<file path="config.mk">
export PLATFORM = sky130hd
export DESIGN_NAME = ram_copy_engine
export DESIGN_NICKNAME = d
export VERILOG_FILES = /design/src/rtl/ram_copy_engine.sv
export SDC_FILE = /design/constraint.sdc
export NUM_CORES = 1
export LEC_CHECK = 0
export CAP_MARGIN = 10
export CORE_MARGIN = 2
export CORE_UTILIZATION = 48
export CTS_CLUSTER_DIAMETER = 100
export DETAILED_ROUTE_END_ITERATION = 10
export GPL_ROUTABILITY_DRIVEN = 1
export PLACE_DENSITY = 0.81
export SKIP_LAST_GASP = 1
export SLEW_MARGIN = 20
export SYNTH_ARGS = -nofsm -noshare
export SYNTH_HDL_FRONTEND = slang
export SYNTH_SLANG_ARGS = --single-unit
</file>
<file path="constraint.sdc">
create_clock -name clk -period 2.8 [get_ports clk]
set_input_delay 0.56 -clock clk [delete_from_list [all_inputs] [get_ports clk]]
set_output_delay 0.56 -clock clk [all_outputs]
set_load 0.01 [all_outputs]
</file>
<file path="src/rtl/ram_copy_engine.sv">
// rtl/ram_copy_engine.sv - word-at-a-time block copy within a single-port RAM with XOR checksum
module ram_copy_engine #(
   parameter int AW = 8,
   parameter int DW = 64,
   parameter int LW = 9
) (
   input  logic          clk,
   input  logic          reset_n,
   input  logic          start,
   input  logic [AW-1:0] src_addr,
   input  logic [AW-1:0] dst_addr,
   input  logic [LW-1:0] len,
   output logic          busy,
   output logic          done,
   output logic [DW-1:0] checksum,
   output logic          mem_cen,
   output logic          mem_wen,
   output logic [AW-1:0] mem_addr,
   output logic [DW-1:0] mem_din,
   input  logic [DW-1:0] mem_dout
);

   typedef enum logic [1:0] {IDLE, RD, CAP, WR} state_t;

   // Longest legal copy is the whole RAM; larger requests are clamped to it.
   localparam logic [LW-1:0] MAX_LEN = LW'(2**AW);

   state_t        state, state_d;
   logic [AW-1:0] src_q, src_d;
   logic [AW-1:0] dst_q, dst_d;
   logic [LW-1:0] len_q, len_d;
   logic [LW-1:0] idx, idx_d;
   logic [LW-1:0] idx_inc;
   logic          busy_d, done_d, cen_d, wen_d;
   logic [DW-1:0] checksum_d, din_d;
   logic [AW-1:0] addr_d;

   assign idx_inc = idx + LW'(1);

   // Next-state and next-output logic; mem_din doubles as the data buffer.
   always_comb begin
      state_d    = state;
      src_d      = src_q;
      dst_d      = dst_q;
      len_d      = len_q;
      idx_d      = idx;
      busy_d     = busy;
      done_d     = 1'b0;
      checksum_d = checksum;
      cen_d      = 1'b0;
      wen_d      = 1'b0;
      addr_d     = mem_addr;
      din_d      = mem_din;
      case (state)
         IDLE: begin
            busy_d = 1'b0;
            if (start) begin
               src_d      = src_addr;
               dst_d      = dst_addr;
               len_d      = (len > MAX_LEN) ? MAX_LEN : len;
               idx_d      = '0;
               checksum_d = '0;
               if (len == '0) begin
                  done_d = 1'b1;
               end else begin
                  state_d = RD;
                  busy_d  = 1'b1;
                  cen_d   = 1'b1;
                  addr_d  = src_addr;
               end
            end
         end
         RD: begin
            state_d = CAP;
         end
         CAP: begin
            state_d    = WR;
            din_d      = mem_dout;
            checksum_d = checksum ^ mem_dout;
            cen_d      = 1'b1;
            wen_d      = 1'b1;
            addr_d     = dst_q + idx[AW-1:0];
         end
         WR: begin
            idx_d = idx_inc;
            if (idx_inc < len_q) begin
               state_d = RD;
               cen_d   = 1'b1;
               addr_d  = src_q + idx_inc[AW-1:0];
            end else begin
               state_d = IDLE;
               busy_d  = 1'b0;
               done_d  = 1'b1;
            end
         end
         default: begin
            state_d = IDLE;
            busy_d  = 1'b0;
         end
      endcase
   end

   // State, operand and registered-output update; reset aborts any copy in flight.
   always_ff @(posedge clk or negedge reset_n) begin
      if (!reset_n) begin
         state    <= IDLE;
         src_q    <= '0;
         dst_q    <= '0;
         len_q    <= '0;
         idx      <= '0;
         busy     <= 1'b0;
         done     <= 1'b0;
         checksum <= '0;
         mem_cen  <= 1'b0;
         mem_wen  <= 1'b0;
         mem_addr <= '0;
         mem_din  <= '0;
      end else begin
         state    <= state_d;
         src_q    <= src_d;
         dst_q    <= dst_d;
         len_q    <= len_d;
         idx      <= idx_d;
         busy     <= busy_d;
         done     <= done_d;
         checksum <= checksum_d;
         mem_cen  <= cen_d;
         mem_wen  <= wen_d;
         mem_addr <= addr_d;
         mem_din  <= din_d;
      end
   end

endmodule

</file>
Word level (Yosys, flattened, before mapping)
Cells that the tools add are included.
- input bits: 92
- word-level logic and storage cells: 60
- output and inout port bits: 140
- register bits after elaboration: 176
- magnitude comparators: 2
- eq/ne operators: 7
- $add $sub $neg: 3
- bitwise gates (word level): 1
- multiplexer cells: 24
- reductions and logical operators: 11
- operator list (cell ; count):
    $pmux 64 s2 ; 1
    $mux 64 ; 1
    $xor 64x64->64 ; 1
    $mux 8 ; 3
    $pmux 8 s3 ; 1
    $mux 9 ; 2
    $pmux 9 s2 ; 1
    $add 8x8->8 ; 2
    $reduce_and 2->1 ; 5
    $add 9x1->9 const B ; 1
    $gt 9x9->1 const B ; 1
    $logic_not 9->1 ; 1
    $lt 9x9->1 ; 1
    $mux 1 ; 9
    $ne 2x2->1 const B ; 4
    $pmux 2 s4 ; 1
    $eq 2x2->1 const B ; 2
    $mux 2 ; 2
    $pmux 1 s2 ; 2
    $reduce_and 4->1 ; 1
    $reduce_bool 2->1 ; 2
    $pmux 1 s3 ; 1
    $reduce_bool 3->1 ; 1
    $eq 2x1->1 const B ; 1
    $logic_not 2->1 ; 1

Longest topological paths before layout
Gate-level depths: netlist (run 1).
- depth after elaboration: 4
- mapped depth: 12

Worst setup path after synthesis (run 1)
Ideal clock, no wire load.
- kind: reg2reg
- start: reg idx[0]
- end: reg mem_addr[7]
- slack: 240 ps
- cell stages (with the launch flop): 12
- setup time: 132 ps
- required time: 2668 ps
- clock period less this slack: 2560 ps
- arrival: 2428 ps
- path through: dfrtp_1 > ha_1 > nand4_1 > nor2_1 > xor2_1 > ha_1 > a211oi_1 > o21ai_0 > o22ai_1 > o21ai_2 > a221oi_1 > a21oi_1
- word-level cells in the longest chain between the ends: 4
- RTL lines (item ; line ; RTL):
    start: declaration ; 32 ; logic [LW-1:0] idx, idx_d;
    start signal: assignment ; 123 ; idx <= idx_d;
    $add 9x1->9 ; 38 ; assign idx_inc = idx + LW'(1);
    $add 8x8->8 / $lt 9x9->1 (equally long branches) ; 89, 86 ;
    $mux 8 / $ne 2x2->1 (equally long branches) ; - ;
    $pmux 8 s3 / $reduce_and 4->1 (equally long branches) ; - ;
    end signal: assignment ; 129 ; mem_addr <= addr_d;
    end: declaration ; 18 ; output logic [AW-1:0] mem_addr,
Several ways; a longest one is shown, not always the timed one. The select of a mux whose other input is x is not followed.
A chain may end at the register's enable or synchronous reset.

Worst setup path in the final report (run 1)
- start: reg idx[3]
- end: reg mem_addr[3]
Same word-level chain as after synthesis.

==> results of run 1 <==
-- critical path, delay by kind of cell (launching register included) --
family	cells	cell delay (ns)
adder cells (fa/ha/maj)	1	0.28
AO/OA/AOI/OAI	5	0.85
flip-flops	1	0.42
buffers and inverters	1	0.19
XOR/XNOR	1	0.20
AND/OR/NAND/NOR	4	0.57
-- registers in the layout, indices dropped and copies added, names as in the netlist --
register,cells
src_q,8
checksum,64
busy,1
mem_cen,1
len_q,9
state,2
mem_addr,8
mem_wen,1
dst_q,8
mem_din,64
idx,9
done,1
-- repair_timing --
item / 4_1_cts / 5_1_grt
endpoints found under the hold margin: 0 / 0
buffers inserted: 0 / 2
resized for setup: 0 / 4
setup endpoints to repair: 0 / 12
-- worst min path at each step --
stage                         from           end  slack [ns]
after floorplan            reset_n          busy        0.26
after global placement    len_q[5]      len_q[5]        0.46
after detailed placement  len_q[6]      len_q[6]        0.47
after CTS                  reset_n  checksum[47]        0.19
after global routing       reset_n  checksum[47]        0.21
final                      reset_n  checksum[47]        0.16
-- layer usage --
layer / vias up / GRT usage / share of wire
met2: 187 / 0.399 / 0.49
li1: 2872 / - / -
met5: - / 0 / 0
met4: 0 / 0.0798 / 0.021
met3: 29 / 0.0890 / 0.082
met1: 2998 / 0.296 / 0.41
-- cell type report --
class | instances | area [sq um]
Multi-Input combinational cell | 490 | 3520
Clock inverter | 14 | 138
Fill cell | 1161 | 5150
Sequential cell | 176 | 4400
Clock buffer | 18 | 439
Inverter | 19 | 71.3
Tap cell | 220 | 275
Timing Repair Buffer | 251 | 2530
-- stage by stage --
| step | power [mW] | instance area (sq um) | worst slack (ns) | util |
|---|---|---|---|---|
| finish | 13.9 | 11400 | 0.180 | 0.688 |
| global route | 14.8 | 11400 | 0.00243 | 0.688 |
| CTS | 14.0 | 11300 | 0.0545 | 0.686 |
| detailed placement | 11.6 | 10800 | 0.0625 | 0.651 |
| global placement | 11.4 | 10800 | 0.183 | 0.651 |
| floorplan | 8.23 | 8060 | 0.240 | - |
-- layout by cell type (no fill, tap or decap), drive strengths merged, types with 3 or more instances in the layout --
master and n:
a21oi 15, nand4 4, nand3 3, nor3 3, nor2b 3, a221oi 3, nand2 102, buf 21
clkdlybuf4s50 230, clkinv 4, nor2 78, ha 27, o31ai 5, nand2b 9, a211oi 7, mux2 81
o21ai 33, xor2 69, inv 27, xnor2 11, a21o 5, dfrtp 176, clkbuf 18
-- power by group through the flow --
stage	clock, mW	combinational (mW)	sequential (mW)
2_1_floorplan	0	3.25	4.97
3_3_place_gp	0	6.83	4.55
3_5_place_dp	0	7.01	4.58
4_1_cts	2.37	7.06	4.58
5_1_grt	2.48	7.64	4.72
6_report	2.33	7.01	4.58
-- cell families (layout without fill, tap and decap cells) --
logic type,after synthesis,count (layout),share of synthesized area
muxes,83,83,0.116
buffers and inverters,48,302,0.0242
DFF,176,176,0.546
and+or+nand+nor,211,211,0.108
xor gates and xnor gates,81,81,0.0897
adders and majority gates,29,29,0.0469
AOI/OAI and AO/OA,86,86,0.0692
==> reports/summary.txt, run 1 <==
Initial antenna violation count = 0
Clock network power share = 0.167
Die Ht = 134 um
First-pass GRT wire length = 33500 um
Most frequent CP cell = o21ai_0
DRT Pass-1 Iters = 4
Post-synth EDFFs = 0
Worst min-delay path category = primary input to asynchronous set/reset pin
Syn. warnings = 0
Synth top area share = 0.546
Synthesized cell area = 8060 sq um
Critical Path AT = 2.92 ns
Clock sink total = 176
Routed vias/inst = 5.12
Finished Layout Cells = 1188
Max-Slew Margin vs Limit = 0.292
Core area = 16500 sq um
Layout cell share with drive strength beyond 1 = 0.150
Internal power = 8.71 mW
Setup crit end kind = register
CP cell instances = and2_4 -> nand4_1 -> nor2_1 -> xor2_1 -> ha_1 -> a211oi_1 -> o21ai_0 -> o22ai_2 -> o21ai_4 -> buf_4 -> nand2_1 -> o21ai_0
WL/cell = 17.6 um
Area contributors post-synth = dfrtp_1 55%, mux2_2 11%, xor2_1 7.5%
Cell count after placement = 1154
Switch Pwr = 5.21 mW
R2R depth = 12
Antenna Nets Post-Route = 0
CTS max path bufs = 2
GRT Util Overall = 0.242
DRT iter0 DRCs = 344
Dominant cell type by area after synthesis = dfrtp_1
Pins Over Slew Limit = 0
Top FF cell, synth = dfrtp_1
ANT cells = 0
Setup crit end = mem_addr[3]
Worst-Skew Late Latency = 0.43 ns
Status = completed
Reg clk slew, reported paths = 0.07 ns
Final Critical Period = 2.62 ns
Nets = 1076
Setup TNS = 0 ns
Critical Path Start Type = register
Worst path max stage delay = 0.42 ns
Post-synthesis cell count = 714
Total Wirelength = 20900 um
Most frequent cell after synthesis = dfrtp_1
Final Wtd Congestion = 0.828
Hold-fix buffers, CTS = 0
Worst vdd ir = 0.712 mV
Syn Area/Cell = 11.3 sq um
H-tree depth = 4
Post-Syn Nets = 835
Drt drc = 0
RSZ-0062 raised after global routing = no
Fin crit share = 0.936
TritonCTS Buffers = 17
Required @ worst endpoint = 3.10 ns
Die area = 17800 sq um
Leak Pwr = 4.94 nW
Flop-to-flop setup slack = 0.18 ns
FF+latch count, synth = 176
Root Driver = clkbuf_16
Clk_skew = 0.00779 ns
Initial Util = 0.488
Kind of critical path = register to register
I/O pin count = 232
Vias in the first global route = 6352
# setup viols final = 0
Largest net degree at the start of global routing = 76
Site Rows = 47
Hold slack = 0.157 ns
DIE WIDTH = 134 um
Reg2reg end = mem_addr[3]
Power per cell area = 1220 nW/um^2
Area grow syn2layout = 41.0%
RR Startpoint = idx[3]
Global route overflow = 0
Seq pwr share = 0.329
Final Hold Viols = 0
CTS tree = built
Crit-path max FO = 12
Critical-path top delay cell = dfrtp_1
Crit. Startpoint = idx[3]
Peak Freq = 382 MHz
Synth cell count leaders = 176 x dfrtp_1, 102 x nand2_1, 81 x mux2_2, 78 x nor2_1, 69 x xor2_1
Async set-reset flop share out of synthesis = 1.00
PortBufs = 231
Comb pwr share = 0.504
Netlist cell types = 48
Worst slew pin tran = 1.06 ns
Sequential element share of the synthesized area = 0.546
Sw Share = 0.374
Hpwl dp = 14800 um
Number of max-cap violations = 0
Via count = 6086
(Power assumes the default switching activity.)
==> run 2: changes to the inputs <==
--- a/config.mk
+++ b/config.mk
@@ -7,11 +7,12 @@
 export LEC_CHECK = 0
 export CAP_MARGIN = 10
 export CORE_MARGIN = 2
-export CORE_UTILIZATION = 48
+export CORE_UTILIZATION = 43
 export CTS_CLUSTER_DIAMETER = 100
+export CTS_CLUSTER_SIZE = 10
 export DETAILED_ROUTE_END_ITERATION = 10
 export GPL_ROUTABILITY_DRIVEN = 1
-export PLACE_DENSITY = 0.81
+export PLACE_DENSITY = 0.76
 export SKIP_LAST_GASP = 1
 export SLEW_MARGIN = 20
 export SYNTH_ARGS = -nofsm -noshare
==> constraint.sdc (replaced) <==
create_clock -name clk -period 2.3 [get_ports clk]
set_input_delay 0.46 -clock clk [delete_from_list [all_inputs] [get_ports clk]]
set_output_delay 0.46 -clock clk [all_outputs]
set_load 0.01 [all_outputs]
==> run 2 against run 1 <==
The run now ends with setup timing left; first-iteration DRC count down 6.7%; power increased by 25%; final area up 3.8%; critical path type unchanged; hold slack better by 0.32 ns; register-to-register slack got worse by 0.39 ns; count of clock-buffer cells in the layout did not move; flip-flop and latch count stayed put; global-route usage decreased by 2.1 points; cell count up 4.5%; largest cell class unchanged; non-clock buffer count is 38 higher; wire length increased by 2.8%.
==> reports/summary.txt, run 2 (synthesis results as in run 1) <==
H-tree depth = 4
Die Ht = 141 um
DIE WIDTH = 141 um
Clock sink total = 176
Max-Slew Margin vs Limit = 0.587
Setup TNS = -1.81 ns
Crit-path max FO = 5
Setup crit end kind = register
Hpwl dp = 14900 um
Peak Freq = 399 MHz
Area grow syn2layout = 46.4%
Area of placed instances = 11000 sq um
Number of max-cap violations = 0
Vias in the first global route = 6441
Core Util, Final = 0.635
RSZ-0062 raised after global routing = yes
Pre-CTS setup slack = -0.275 ns
Worst path max stage delay = 0.40 ns
Worst vdd ir = 0.782 mV
Most common cell after layout, fill and taps aside = clkdlybuf4s50_1
Critical-path top delay cell = dfrtp_1
Final Cell Area = 11800 sq um
Finished Layout Cells = 1241
Cell count after placement = 1201
Leak Pwr = 5.16 nW
Final Critical Period = 2.51 ns
Required @ worst endpoint = 2.60 ns
Flop-to-flop setup slack = -0.21 ns
Reg clk slew, reported paths = 0.07 ns
Global route overflow = 0
Setup WS post-layout = -0.207 ns
FILL cells = 1454
# setup viols final = 12
Power per cell area = 1480 nW/um^2
Antenna Nets Post-Route = 0
Worst-Skew Late Latency = 0.42 ns
I/O pin count = 232
DRT Pass-1 Iters = 4
GRT Util Overall = 0.221
Nets = 1115
Most frequent cells in the layout = 230 x clkdlybuf4s50_1, 175 x dfrtp_1, 99 x nand2_1
CTS max path bufs = 2
Total Wirelength = 21500 um
Initial Util = 0.434
Pins Over Slew Limit = 0
Crit path max-delay family = compound AO/OA/AOI/OAI gates
Kind of critical path = register to register
ANT cells = 0
Final Total Pwr = 17.4 mW
DRT iter0 DRCs = 321
Failing checks = setup timing
Routed vias/inst = 5.01
Root Driver = clkbuf_16
TritonCTS Buffers = 17
Layout cell share with drive strength beyond 1 = 0.194
Status = finished with violations
Critical Path Start Type = register
First-pass GRT wire length = 34300 um
Clk_skew = 0.00909 ns
Final Wtd Congestion = 0.833
Hold slack = 0.474 ns
Final Hold Viols = 0
Drt drc = 0
Initial antenna violation count = 0
Site Rows = 50
PortBufs = 231
CTS tree = built
Worst min-delay path category = primary input to asynchronous set/reset pin
CP bufs+invs = 1
Top Registers = checksum: 64 flops, mem_din: 64 flops
Largest net degree at the start of global routing = 65
CP cell instances = ha_4 -> nand4_1 -> nor2_1 -> xor2_1 -> ha_1 -> a211oi_2 -> o21ai_1 -> o22ai_2 -> buf_6 -> o21ai_4 -> a221oi_2 -> a21oi_1
Worst slew pin tran = 0.620 ns
Critical Path AT = 2.81 ns
Core area = 18600 sq um
WL/cell = 17.3 um
Via count = 6217
Fin crit share = 1.09
Die area = 19900 sq um
-- run 2: what timing repair did --
action                     CTS  global route
buffers inserted             6             0
gates resized for setup     13            10
hold endpoints to repair    24             0
hold buffers                 1             0
cloned                       1             0
pin swaps                   15             7
setup endpoints to repair   12            12
-- run 2: path summary, 6_finish.rpt --
check                         start            to  cells past startpoint
hold / removal              reset_n  checksum[46]                      2
setup reg to reg             idx[1]   mem_addr[7]                     12
hold reg to reg            len_q[2]      len_q[2]                      2
min in group clk           len_q[2]      len_q[2]                      2
setup / recovery             idx[1]   mem_addr[7]                     12
max in group asynchronous   reset_n        idx[0]                      3
-- run 2: area by class of cell --
class | instances | area, sq um | share of cell area
flip-flops and latches | 176 | 4410 | 0.373
multi-input cells | 491 | 3600 | 0.305
repair buffers | 289 | 2830 | 0.240
clock buffers | 18 | 429 | 0.0364
well taps | 234 | 293 | 0.0248
clock inverters | 14 | 170 | 0.0144
inverters | 19 | 71.3 | 0.00604
-- run 2: worst register-to-register path, delay by kind of cell, from the launching register on --
kind,cells,cell delay [ns]
XOR/XNOR,1,0.22
adder cells (fa/ha/maj),2,0.45
AND/OR/NAND/NOR,2,0.28
buffers and inverters,1,0.15
AO/OA/AOI/OAI,6,0.90
flip-flops,1,0.40
-- run 2: per-layer routing --
metal	part of all wire	vias to the layer above	track usage
li1	-	2949	-
met1	0.41	3056	0.267
met2	0.49	183	0.368
met3	0.074	29	0.0893
met4	0.018	0	0.0605
met5	0	-	0
-- run 2: power breakdown --
group / internal (mW) / switching [mW]
registers: 4.63 / 0.938
clock network: 1.47 / 1.40
logic: 4.81 / 4.20
total: 10.9 / 6.54
==> run 3: changes to the inputs <==
==> constraint.sdc (replaced) <==
create_clock -name clk -period 2.1 [get_ports clk]
set_input_delay 0.42 -clock clk [delete_from_list [all_inputs] [get_ports clk]]
set_output_delay 0.42 -clock clk [all_outputs]
set_load 0.01 [all_outputs]
==> run 3 against run 2 <==
The run still ends with setup timing left; first-iteration DRC count is 23% lower; cell count is 0.32% higher; final area up 0.71%; worst setup slack worse by 0.19 ns; core utilization increased by 0.45 points; hold slack got worse by 0.075 ns; die area unchanged; sequential power rose by 9.9%.
==> reports/summary.txt, run 3 (synthesis results as in run 1) <==
Status = finished with violations
Failing checks = setup timing
Critical Path Start Type = register
Most common cell after layout, fill and taps aside = clkdlybuf4s50_1
Clk_skew = 0.00823 ns
Peak Freq = 401 MHz
# setup viols final = 12
Finished Layout Cells = 1245
Number of max-cap violations = 0
Layout cell share with drive strength beyond 1 = 0.209
Setup TNS = -3.83 ns
Leak Pwr = 5.20 nW
Nets = 1120
Root Driver = clkbuf_16
Worst min-delay path category = primary input to asynchronous set/reset pin
Top Registers = checksum: 64 flops, mem_din: 64 flops
WL/cell = 17.1 um
Worst slew pin tran = 0.656 ns
Crit path max-delay family = compound AO/OA/AOI/OAI gates
Global route overflow = 0
Largest net degree at the start of global routing = 86
Most frequent cells in the layout = 230 x clkdlybuf4s50_1, 174 x dfrtp_1, 96 x nand2_1
Final Cell Area = 11900 sq um
Area grow syn2layout = 47.4%
Final Critical Period = 2.49 ns
Routed vias/inst = 4.95
CP bufs+invs = 1
Initial antenna violation count = 0
RSZ-0062 raised after global routing = yes
Core area = 18600 sq um
Hpwl dp = 15200 um
ANT cells = 0
I/O pin count = 232
Die area = 19900 sq um
Pins Over Slew Limit = 0
DRT iter0 DRCs = 247
CTS tree = built
Crit-path max FO = 6
Area of placed instances = 11100 sq um
Antenna Nets Post-Route = 0
Total Wirelength = 21200 um
DRT Pass-1 Iters = 4
Final Hold Viols = 0
Vias in the first global route = 6534
Pre-CTS setup slack = -0.449 ns
GRT Util Overall = 0.219
Setup crit end kind = register
Worst vdd ir = 1.01 mV
Drt drc = 0
Most frequent CP cell = nand4_1
TritonCTS Buffers = 17
Fin crit share = 1.19
Kind of critical path = register to register
Clock sink total = 176
Setup WS post-layout = -0.393 ns
Worst-Skew Late Latency = 0.42 ns
CTS max path bufs = 2
DIE WIDTH = 141 um
Critical-path top delay cell = dfrtp_1
Via count = 6160
CP cell instances = buf_4 -> nand4_1 -> xnor2_2 -> ha_1 -> nand4_1 -> a211oi_2 -> o22ai_2 -> o21ai_4 -> nor2b_1 -> a21oi_1
Initial Util = 0.434
Worst path max stage delay = 0.39 ns
Die Ht = 141 um
Final Wtd Congestion = 0.883
Critical Path AT = 2.80 ns
Cell count after placement = 1205
Required @ worst endpoint = 2.40 ns
PortBufs = 231
Reg clk slew, reported paths = 0.07 ns
First-pass GRT wire length = 33900 um
Max-Slew Margin vs Limit = 0.561
Site Rows = 50
Power per cell area = 1620 nW/um^2
H-tree depth = 4
## run 3: cell types whose count changed in the layout (fill, tap and decap cells not counted), sizes merged, moves of 2 or more
cell,before,now
clkinvlp,0,2
inv,25,28
clkinv,8,2
buf,58,64
## run 3: power breakdown
group / total [mW] / internal, mW / switching [mW]
Combinational: 9.92 / 5.34 / 4.58
Clock: 3.19 / 1.70 / 1.49
Sequential: 6.11 / 5.07 / 1.04
## run 3: path summary, 6_finish.rpt
| kind | from | endpoint | slack (ns) | cells after the start |
|---|---|---|---|---|
| min in group clk | len_q[2] | len_q[2] | 0.49 | 2 |
| worst min register to register | len_q[2] | len_q[2] | 0.49 | 2 |
| worst min-delay path | reset_n | mem_din[52] | 0.40 | 2 |
| max in group asynchronous | reset_n | mem_din[36] | 1.02 | 3 |
| worst max register to register | idx[1] | mem_addr[7] | -0.39 | 10 |
| worst max-delay path | idx[1] | mem_addr[7] | -0.39 | 10 |
## run 3: repair_timing
| action | CTS | global route |
|---|---|---|
| setup buffers | 4 | 5 |
| setup endpoints to repair | 12 | 18 |
| gates resized for setup | 17 | 17 |
| pin swaps | 16 | 14 |
| hold buffers | 1 | 0 |
| endpoints found under the hold margin | 14 | 0 |
## run 3: cell type report
class                      instances  area (sq um)
timing repair buffer             295          2890
clock inverter                    14           164
inverter                          19          71.3
clock buffer                      17           425
fill                            1433          6700
tap                              234           293
sequential                       176          4410
multi-input combinational        490          3640
## run 3: worst reg2reg max path, delay by kind of cell (launching register included)
| family | cells | cell delay, ns |
|---|---|---|
| and+or+nand+nor | 3 | 0.54 |
| xor gates and xnor gates | 1 | 0.21 |
| DFF | 1 | 0.39 |
| adders and majority gates | 1 | 0.30 |
| AOI/OAI and AO/OA | 4 | 0.75 |
| buffers and inverters | 1 | 0.17 |
## run 3: routing by layer
layer | global-route usage | part of all wire | vias to the layer above
li1 | - | - | 2955
met1 | 0.259 | 0.41 | 3024
met2 | 0.370 | 0.50 | 162
met4 | 0.0611 | 0.014 | 0
met5 | 0 | 0 | -
met3 | 0.0870 | 0.072 | 19
## run 3: metrics by stage
stage	total power, mW	util	hold WS (ns)
final	19.2	0.640	0.399
after detailed placement	15.8	0.597	0.266
after global placement	15.6	0.597	0.271
after CTS	19.3	0.634	0.391
after floorplan	11.0	-	0.124
after global routing	20.5	0.640	0.395
